===== config.mk =====
export PLATFORM = sky130hd
export DESIGN_NAME = nl2_cln_burst_arb
export DESIGN_NICKNAME = d
export VERILOG_FILES = /design/src/rtl/nl2_cln_burst_arb.sv
export SDC_FILE = /design/constraint.sdc
export NUM_CORES = 1
export LEC_CHECK = 0
export CORE_AREA = 2 2 79 81
export CTS_CLUSTER_DIAMETER = 60
export DETAILED_ROUTE_END_ITERATION = 8
export DIE_AREA = 0 0 81 83
export MAX_ROUTING_LAYER = met4
export PLACE_DENSITY_LB_ADDON = 0.05
export SETUP_SLACK_MARGIN = 0.5
export SLEW_MARGIN = 15
export SYNTH_ARGS = -nofsm -noshare
export SYNTH_HDL_FRONTEND = slang
export SYNTH_SLANG_ARGS = --single-unit

===== constraint.sdc =====
create_clock -name clk -period 3.2 [get_ports clk]
set_input_delay 0.32 -clock clk [delete_from_list [all_inputs] [get_ports clk]]
set_output_delay 0.32 -clock clk [all_outputs]
set_load 0.1 [all_outputs]

===== src/rtl/nl2_cln_burst_arb.sv =====
// nl2_cln_burst_arb: round-robin burst arbiter sharing one valid/ready channel.
// A burst keeps the grant from its first accepted beat until its last beat is accepted.
// Optional build macro NL2_CLN_BURST_ARB_OUTREG_EN: adds a 2-entry skid register on the
// output (registered out_*, 1-cycle latency); without it the output path is combinational.
module nl2_cln_burst_arb #(
    parameter int unsigned NREQ = 2,
    parameter int unsigned DW   = 64,
    parameter int unsigned IDW  = (NREQ > 1) ? $clog2(NREQ) : 1
) (
    input  logic              clk,
    input  logic              rst_a,
    input  logic [NREQ-1:0]   req_valid,
    input  logic [NREQ-1:0]   req_last,
    input  logic [NREQ*DW-1:0] req_data,
    output logic [NREQ-1:0]   req_ready,
    output logic              out_valid,
    output logic              out_last,
    output logic [DW-1:0]     out_data,
    output logic [IDW-1:0]    out_id,
    input  logic              out_ready,
    output logic              busy
);

    localparam logic [0:0] StIdle   = 1'b0;
    localparam logic [0:0] StLocked = 1'b1;
    localparam logic [IDW-1:0] PivotRst = IDW'(NREQ - 1);

    logic [0:0]     state_q, state_d;
    logic [IDW-1:0] pivot_q, pivot_d;
    logic [IDW-1:0] lock_idx_q, lock_idx_d;

    logic [IDW-1:0] sel;
    logic [IDW-1:0] cand;
    logic           found;
    logic           sel_valid;
    logic           sel_last;
    logic [DW-1:0]  sel_data;
    logic           in_ready;
    logic           in_xfer;

    // Pick the requester: the lock owner, or the first valid one after the pivot.
    always_comb begin
        sel   = '0;
        cand  = '0;
        found = 1'b0;
        if (state_q == StLocked) begin
            sel = lock_idx_q;
        end else begin
            for (int unsigned k = 1; k <= NREQ; k++) begin
                cand = IDW'((pivot_q + k) % NREQ);
                if (!found && req_valid[cand]) begin
                    sel   = cand;
                    found = 1'b1;
                end
            end
        end
    end

    // Mux the selected requester's beat.
    always_comb begin
        sel_valid = req_valid[sel];
        sel_last  = req_last[sel];
        sel_data  = '0;
        for (int unsigned i = 0; i < NREQ; i++) begin
            if (sel == IDW'(i)) begin
                sel_data = req_data[i*DW +: DW];
            end
        end
    end

    assign in_xfer = sel_valid & in_ready;

    // Grant bookkeeping: lock on a non-last first beat, release on the last beat.
    always_comb begin
        state_d    = state_q;
        pivot_d    = pivot_q;
        lock_idx_d = lock_idx_q;
        if (in_xfer) begin
            case (state_q)
                StIdle: begin
                    pivot_d = sel;
                    if (!sel_last) begin
                        state_d    = StLocked;
                        lock_idx_d = sel;
                    end
                end
                StLocked: begin
                    if (sel_last) begin
                        state_d = StIdle;
                    end
                end
                default: state_d = StIdle;
            endcase
        end
    end

    // Arbiter state registers.
    always_ff @(posedge clk) begin
        if (rst_a) begin
            state_q    <= StIdle;
            pivot_q    <= PivotRst;
            lock_idx_q <= '0;
        end else begin
            state_q    <= state_d;
            pivot_q    <= pivot_d;
            lock_idx_q <= lock_idx_d;
        end
    end

    assign busy = (state_q == StLocked);

    // Only the selected requester ever sees ready.
    always_comb begin
        req_ready      = '0;
        req_ready[sel] = in_xfer;
    end

`ifdef NL2_CLN_BURST_ARB_OUTREG_EN

    // Entry 0 drives the outputs; entry 1 catches a beat while entry 0 is stalled.
    logic           v0_q, v0_d, v1_q, v1_d;
    logic           last0_q, last0_d, last1_q, last1_d;
    logic [DW-1:0]  data0_q, data0_d, data1_q, data1_d;
    logic [IDW-1:0] id0_q, id0_d, id1_q, id1_d;
    logic           push;
    logic           pop;

    assign in_ready = ~v1_q;
    assign push     = in_xfer;
    assign pop      = v0_q & out_ready;

    // Skid next-state; emptied entries are zeroed so idle outputs read 0.
    always_comb begin
        v0_d    = v0_q;
        v1_d    = v1_q;
        last0_d = last0_q;
        last1_d = last1_q;
        data0_d = data0_q;
        data1_d = data1_q;
        id0_d   = id0_q;
        id1_d   = id1_q;
        if (!v0_q) begin
            if (push) begin
                v0_d    = 1'b1;
                last0_d = sel_last;
                data0_d = sel_data;
                id0_d   = sel;
            end
        end else if (!v1_q) begin
            if (pop && push) begin
                last0_d = sel_last;
                data0_d = sel_data;
                id0_d   = sel;
            end else if (pop) begin
                v0_d    = 1'b0;
                last0_d = 1'b0;
                data0_d = '0;
                id0_d   = '0;
            end else if (push) begin
                v1_d    = 1'b1;
                last1_d = sel_last;
                data1_d = sel_data;
                id1_d   = sel;
            end
        end else if (pop) begin
            last0_d = last1_q;
            data0_d = data1_q;
            id0_d   = id1_q;
            v1_d    = 1'b0;
            last1_d = 1'b0;
            data1_d = '0;
            id1_d   = '0;
        end
    end

    // Skid registers; reset clears both entries.
    always_ff @(posedge clk) begin
        if (rst_a) begin
            v0_q    <= 1'b0;
            v1_q    <= 1'b0;
            last0_q <= 1'b0;
            last1_q <= 1'b0;
            data0_q <= '0;
            data1_q <= '0;
            id0_q   <= '0;
            id1_q   <= '0;
        end else begin
            v0_q    <= v0_d;
            v1_q    <= v1_d;
            last0_q <= last0_d;
            last1_q <= last1_d;
            data0_q <= data0_d;
            data1_q <= data1_d;
            id0_q   <= id0_d;
            id1_q   <= id1_d;
        end
    end

    assign out_valid = v0_q;
    assign out_last  = last0_q;
    assign out_data  = data0_q;
    assign out_id    = id0_q;

`else

    // Zero-latency path; ready must not feed back into valid.
    assign in_ready  = out_ready;
    assign out_valid = sel_valid;
    assign out_last  = sel_valid & sel_last;
    assign out_data  = sel_valid ? sel_data : '0;
    assign out_id    = sel_valid ? sel : '0;

`endif

endmodule

==> results of run 1 <==
logic make-up after synthesis:
kind of cell,count (synthesis),share of synthesized area
simple gates,140,0.473
compound gates,73,0.342
buf+inv,24,0.112
flops,3,0.0515
mux,2,0.0215
final timing paths:
path | start | slack (ns) | depth (start not counted) | endpoint
setup reg to reg | busy$_SDFFE_PP0P_ | 1.69 | 4 | busy$_SDFFE_PP0P_
hold reg to reg | pivot_q$_SDFFE_PP1P_ | 0.53 | 1 | pivot_q$_SDFFE_PP1P_
hold / removal | pivot_q$_SDFFE_PP1P_ | 0.53 | 1 | pivot_q$_SDFFE_PP1P_
setup / recovery | req_valid[1] | 0.64 | 7 | out_data[6]
metrics by stage:
step / hold slack [ns] / instances / util
6_report: 0.529 / 511 / 0.812
5_1_grt: 0.554 / 511 / 0.812
4_1_cts: 0.530 / 511 / 0.812
3_5_place_dp: 0.511 / 507 / 0.804
3_3_place_gp: 0.499 / 507 / 0.804
2_1_floorplan: 0.389 / 242 / -
worst max-delay path: stages:
cell,delay [ns]
clkdlybuf4s50_1,0.55
nor2b_4,0.18
a22o_2,0.37
buf_4,0.30
nand2_1,0.13
a21oi_4,0.19
buf_12,0.19
placed cells by master, fill, tap and decap left out, types with 3 or more instances in the layout:
master           count
clkbuf_8             3
nand2_1            130
buf_4                5
a21oi_4             60
clkdlybuf4s50_1    135
a21oi_2              4
buf_12              72
cell type report:
class                   instances  area (sq um)  area share
repair buffers                212          2830       0.600
multi-input cells             215          1680       0.356
clock buffers                   4          45.0     0.00954
flip-flops and latches          3          61.3      0.0130
inverters                       2          7.51     0.00159
well taps                      75          93.8      0.0199
state kept, by name (all words and copies together) (netlist names):
name / flops
busy: 1
lock_idx_q: 1
pivot_q: 1
metal layers:
metal	vias up	GRT usage	wire, um	part of all wire
li1	1179	-	-	-
met1	1134	0.220	2590	0.33
met2	127	0.449	4330	0.54
met3	16	0.0620	823	0.10
met4	0	0.0770	220	0.028
met5	-	-	0	0
power by group:
group | switching [mW] | internal [mW] | total [mW]
sequential | 0.00500 | 0.0405 | 0.0455
combinational | 1.08 | 0.660 | 1.74
clock | 0.0273 | 0.0852 | 0.113
repair_timing:
| item | in CTS | in global routing |
|---|---|---|
| endpoints found under the setup margin | 0 | 1 |
| hold buffers | 0 | 0 |
| resized for setup | 0 | 0 |
==> flow_metrics.tcl, run 1 <==
set metrics [dict create \
    syn-instance-count 242 \
    nets 572 \
    path_clk_slew_ns 0.03 \
    grt_usage 0.235 \
    synth-async-reset-ratio 0 \
    placed_area_sq_um 4670 \
    synthDistinctLibCells 24 \
    n_fill_cell 379 \
    synth_top_area_share 0.418 \
    rows 28 \
    max_cap_viol_count 0 \
    slew_violations 0 \
    antenna_found_initial 0 \
    synth_top_cell_by_area "nand2_1" \
    port_buffers 204 \
    max_freq_mhz 390 \
    powerDensity_nw_per_um2 403 \
    leakage_nw 1.79 \
    grt_overflow 0 \
    cts.sinks 3 \
    setup_tns_ns 0 \
    critPathCaptureType "output port" \
    place_ws_ns 0.604 \
    netlist_top_cells_area "nand2_1 42%, a21oi_1 28%, buf_2 6.0%, dfxtp_1 5.2%, buf_4 2.6%" \
    drt-pass1-iter-count 4 \
    start_kind "input port" \
    syn2layout_area_growth_pct 305 \
    synth-edff-count 0 \
    vdd.ir_drop.worst_uv 306 \
    finalPower_mw 1.90 \
    synth_commonest_cells "130 x nand2_1, 65 x a21oi_1, 14 x buf_2" \
    rsz0062_at_grt "no" \
    synth_seq_cells 3 \
    arrival_ns 2.24 \
    numCtsBuffers 3 \
    post-synth-top-count-cell "nand2_1" \
    die_area_sq_um 6720 \
    grt_pass1_wl_mm 12.4 \
    critPathMaxFanout 19 \
    num_vias 2456 \
    die_h_um 83 \
    grt_max_degree 37 \
    synth-main-ff-cell "dfxtp_1" \
    diodes 0 \
    setup_viol 0 \
    syn_area_per_cell_sq_um 4.82 \
    io_pins 205 \
    cts_setup_buffers 0 \
    clock_skew_ns 0.00147 \
    root_buffer "clkbuf_8" \
    ys_warn_count 0 \
    slew_headroom 0.350 \
    core_sq_um 5820 \
    initial_core_util 0.201 \
    clockBufferDepth 2 \
    drt-initial-drc-count 66 \
    drive_above_1_share 0.351 \
    worstMarginPinSlew_ns 0.972 \
    fin_crit_ns 2.56 \
    required_ns 2.88 \
    gp_congestion 0.811 \
    finalHoldViolCount 0 \
    synthesis.nets 377 \
    wirelength_mm 7.96 \
    crit_type "input port to output port" \
    fin_ws_ns 0.638 \
    outcome "complete, no violations" \
    fin_crit_sh 0.801 \
    syn_area_sq_um 1170 \
    wl_per_cell_um 15.6 \
    htree_levels 1 \
    route.detailed.drc 0 \
    grt_pass1_vias 2617 \
    die_w_um 81 \
    antenna_left 0 \
    dp_hpwl_mm 6.81 \
    cts_tree "yes" \
    vias_per_cell 4.81 \
    clkLatencyLatePin_ns 0.22 \
    hold_path.class "register to register" \
    final_area_sq_um 4720 \
    ys_seq_area_frac 0.0515 \
]
Power figures use the tool's default switching activity.
==> run 2: changes to the inputs <==
Settings changed: CORE_AREA 2 2 79 81 to not set, CORE_MARGIN set to 2, CORE_UTILIZATION set to 19, DIE_AREA 0 0 81 83 to not set.
Clock period 3.2 ns to 2.1 ns, I/O delays scaled along.
==> flow_metrics.tcl, run 2 (synthesized netlist as in run 1, its figures left out) <==
set metrics [dict create \
    outcome "complete, no violations" \
    slew_violations 0 \
    setup_viol 0 \
    die_w_um 82.3 \
    die_area_sq_um 6780 \
    fin_ws_ns 0.155 \
    die_h_um 82.3 \
    vdd.ir_drop.worst_uv 486 \
    core_sq_um 5920 \
    route.detailed.drc 0 \
    clkLatencyLatePin_ns 0.23 \
    fin_crit_ns 1.94 \
    reg2reg_slack_ns 0.38 \
    grt_overflow 0 \
    grt_max_degree 25 \
    numCtsBuffers 3 \
    layout_commonest_cell "clkdlybuf4s50_1" \
    finalHoldViolCount 0 \
    grt_pass1_wl_mm 14.2 \
    slew_headroom 0.682 \
    whs_ns 0.531 \
    final_area_sq_um 5400 \
    root_buffer "clkbuf_8" \
    reg2reg_to "busy$_SDFFE_PP0P_" \
    dp_hpwl_mm 6.57 \
    leakage_nw 2.10 \
    start_kind "register" \
    io_pins 205 \
    rsz0062_at_grt "yes" \
    path_clk_slew_ns 0.03 \
    antenna_left 0 \
    initial_core_util 0.197 \
    wirelength_mm 10.6 \
    htree_levels 1 \
    finalPower_mw 3.19 \
    gp_congestion 0.720 \
    grt_pass1_vias 2832 \
    syn2layout_area_growth_pct 363 \
    drt-pass1-iter-count 4 \
    powerDensity_nw_per_um2 592 \
    reg2regPathDepth 6 \
    crit_path_start "pivot_q$_SDFFE_PP1P_" \
    cts_tree "yes" \
    port_buffers 204 \
    wl_per_cell_um 19.7 \
    cts-hold-fix-buffers 0 \
    worstMarginPinSlew_ns 0.471 \
    critPathMaxFanout 8 \
    hold_path.class "input port to register" \
    r2r-start "busy$_SDFFE_PP0P_" \
    nets 599 \
    drt-initial-drc-count 63 \
    critPathCaptureType "output port" \
    grt_usage 0.287 \
    max_freq_mhz 514 \
    max_cap_viol_count 0 \
    clock_skew_ns 0.00116 \
    arrival_ns 1.73 \
    placed_area_sq_um 4830 \
    num_vias 2696 \
    final_cell_mix "132 x clkdlybuf4s50_1, 103 x nand2_1, 77 x buf_12, 63 x a21oi_4, 15 x nand2_4" \
    antenna_found_initial 0 \
    crit_type "register to output port" \
    setup_tns_ns 0 \
    drive_above_1_share 0.462 \
    diodes 0 \
    vias_per_cell 5.01 \
    fin_crit_sh 0.926 \
    place_ws_ns -0.0226 \
    required_ns 1.89 \
    cts.sinks 3 \
    critPathCapture "out_data[37]" \
    rows 28 \
    clockBufferDepth 2 \
]
==> run 2: cell count changes in the layout (fill, tap and decap cells not counted), moves of 3 or more <==
cell and delta:
buf_4 +7, nand2_4 +15, a21oi_2 -3, nand2_1 -27, clkbuf_16 +3, nand2_2 +12, a21oi_4 +3, clkdlybuf4s50_1 -3
buf_6 +5, buf_16 +7, buf_12 +5
==> run 2: metal layers <==
metal	vias to the layer above	part of all wire	global-route usage
met1	1300	0.34	0.278
met5	-	0	-
li1	1240	-	-
met4	0	0.016	0.0667
met3	20	0.086	0.0663
met2	136	0.56	0.568
==> run 2: where the power goes <==
part           switching (mW)  internal, mW
clock network          0.0474         0.130
registers             0.00718        0.0610
logic                    1.77          1.18
==> run 2: critical path, stage by stage, from the launching register on <==
cell	delay (ns)
dfxtp_2	0.35
nand2_2	0.08
a22oi_2	0.20
buf_6	0.18
buf_6	0.12
buf_16	0.15
nand2_2	0.08
a21oi_4	0.15
buf_12	0.19
==> run 2: worst min path at each step <==
stage / startpoint / endpoint / slack, ns / cells after the start
after floorplan: rst_a / lock_idx_q$_SDFFE_PP0P_ / 0.28 / 1
after global placement: pivot_q$_SDFFE_PP1P_ / pivot_q$_SDFFE_PP1P_ / 0.50 / 1
after detailed placement: pivot_q$_SDFFE_PP1P_ / pivot_q$_SDFFE_PP1P_ / 0.54 / 1
after CTS: pivot_q$_SDFFE_PP1P_ / pivot_q$_SDFFE_PP1P_ / 0.53 / 1
after global routing: pivot_q$_SDFFE_PP1P_ / pivot_q$_SDFFE_PP1P_ / 0.54 / 1
final: req_valid[0] / pivot_q$_SDFFE_PP1P_ / 0.53 / 3
==> run 2: cell type report <==
class / instances / area [sq um]
clock buffer: 4 / 45.0
fill: 242 / 526
inverter: 2 / 11.3
multi-input combinational: 216 / 1880
sequential: 3 / 68.8
tap: 75 / 93.8
timing repair buffer: 238 / 3300
==> run 2: per-stage QoR <==
step,util,instances
after global routing,0.911,538
after detailed placement,0.816,511
after global placement,0.816,511
final,0.911,538
after CTS,0.889,533
after floorplan,-,242
==> run 2: repair_timing <==
| action | in CTS | in global routing |
|---|---|---|
| pin swaps | 21 | 28 |
| cloned | 7 | 3 |
| setup endpoints to repair | 69 | 70 |
| setup buffers | 11 | 2 |
| gates resized for setup | 40 | 12 |
==> run 3: changes to the inputs <==
Settings changed: REMOVE_ABC_BUFFERS set to 1.
==> flow_metrics.tcl, run 3 (synthesized netlist as in run 1, its figures left out) <==
set metrics [dict create \
    leakage_nw 2.05 \
    grt_pass1_wl_mm 13.2 \
    arrival_ns 1.71 \
    port_buffers 204 \
    combinationalPowerShare 0.923 \
    crit_type "register to output port" \
    die_area_sq_um 6780 \
    root_buffer "clkbuf_8" \
    vias_per_cell 4.98 \
    finalPower_mw 3.08 \
    final_cell_mix "132 x clkdlybuf4s50_1, 103 x nand2_1, 78 x buf_12, 37 x a21oi_2, 26 x a21oi_4" \
    max_cap_viol_count 0 \
    core_sq_um 5920 \
    max_freq_mhz 521 \
    busiest_layer "met2" \
    fin_crit_ns 1.92 \
    io_pins 205 \
    diodes 0 \
    grt_overflow 0 \
    num_vias 2667 \
    vdd.ir_drop.worst_uv 581 \
    htree_levels 1 \
    worstMarginPinSlew_ns 0.305 \
    finalHoldViolCount 0 \
    clock_skew_ns 0.00620 \
    p_sw_mw 1.75 \
    path_clk_slew_ns 0.03 \
    antenna_left 0 \
    grt_usage 0.266 \
    route.detailed.drc 0 \
    n_fill_cell 306 \
    antenna_found_initial 0 \
    hold_path.class "register to register" \
    use_met3 0.0598 \
    powerDensity_nw_per_um2 604 \
    drt-initial-drc-count 62 \
    critPathMaxFanout 5 \
    grt_max_degree 32 \
    syn2layout_area_growth_pct 337 \
    use_met1 0.278 \
    p_seq_frac 0.022 \
    fin_ws_ns 0.179 \
    internal-power_mw 1.33 \
    numCtsBuffers 3 \
    clockPowerShare 0.055 \
    wirelength_mm 10.4 \
    final_util 0.861 \
    die_w_um 82.3 \
    critPathCaptureType "output port" \
    clockBufferDepth 2 \
    dp_hpwl_mm 6.20 \
    slew_violations 0 \
    fin_crit_sh 0.915 \
    cts.sinks 3 \
    dp_cells 510 \
    die_h_um 82.3 \
    grt_pass1_vias 2550 \
    rows 28 \
    met2_usage 0.495 \
    wl_per_cell_um 19.5 \
    setup_tns_ns 0 \
    slew_headroom 0.795 \
    final_cells 536 \
    gp_congestion 0.778 \
    layout_commonest_cell "clkdlybuf4s50_1" \
    p_sw_frac 0.569 \
    rsz0062_at_grt "yes" \
    cts_tree "yes" \
    initial_core_util 0.197 \
    place_ws_ns -0.0541 \
    clkLatencyLatePin_ns 0.22 \
    drive_above_1_share 0.451 \
    required_ns 1.89 \
    setup_viol 0 \
    outcome "complete, no violations" \
    nets 597 \
    drt-pass1-iter-count 4 \
    start_kind "register" \
]
[run 3: area by class of cell]
class,count,area [sq um],share of cell area
repair buffers,237,3290,0.646
clock buffers,4,45.0,0.00883
well taps,75,93.8,0.0184
inverters,2,7.51,0.00147
flip-flops and latches,3,68.8,0.0135
multi-input cells,215,1590,0.312
[run 3: final timing paths]
kind	start	endpoint	slack, ns	cells after the start
max	busy$_SDFFE_PP0P_	out_data[50]	0.18	8
min	lock_idx_q$_SDFFE_PP0P_	lock_idx_q$_SDFFE_PP0P_	0.53	2
max reg2reg	lock_idx_q$_SDFFE_PP0P_	busy$_SDFFE_PP0P_	0.44	6
min reg2reg	lock_idx_q$_SDFFE_PP0P_	lock_idx_q$_SDFFE_PP0P_	0.53	2
[run 3: per-layer routing]
layer | up-vias | routed length, um | share of wire
met4 | 0 | 197 | 0.019
met5 | - | 0 | 0
met1 | 1268 | 3790 | 0.36
met2 | 143 | 5600 | 0.54
li1 | 1238 | - | -
met3 | 18 | 853 | 0.082
[run 3: repair_timing]
action                     CTS  global route
gates cloned                 7             2
setup buffers               10             3
pin swaps                   24            32
hold endpoints to repair     0             0
gates resized for setup    126            37
setup endpoints to repair   70            70
hold buffers                 0             0
[run 3: power by group through the flow]
stage | combinational, mW | sequential, mW | clock (mW)
floorplan | 1.35 | 0.0786 | 0
global placement | 2.41 | 0.0687 | 0
detailed placement | 2.42 | 0.0689 | 0
CTS | 2.74 | 0.0670 | 0.176
global route | 2.92 | 0.0671 | 0.182
finish | 2.84 | 0.0669 | 0.170
[run 3: critical path, cell delays in order, from the launching register on]
cell       delay, ns
dfxtp_4         0.37
nor2b_4         0.05
a22oi_2         0.16
buf_6           0.15
buf_12          0.14
clkbuf_16       0.16
nand2_1         0.07
a21oi_2         0.19
buf_12          0.20
[run 3: per-stage QoR]
| step | hold slack [ns] | instance area (sq um) |
|---|---|---|
| floorplan | 0.279 | 1040 |
| global route | 0.554 | 5100 |
| finish | 0.526 | 5100 |
| CTS | 0.513 | 4860 |
| global placement | 0.526 | 4000 |
| detailed placement | 0.519 | 4000 |
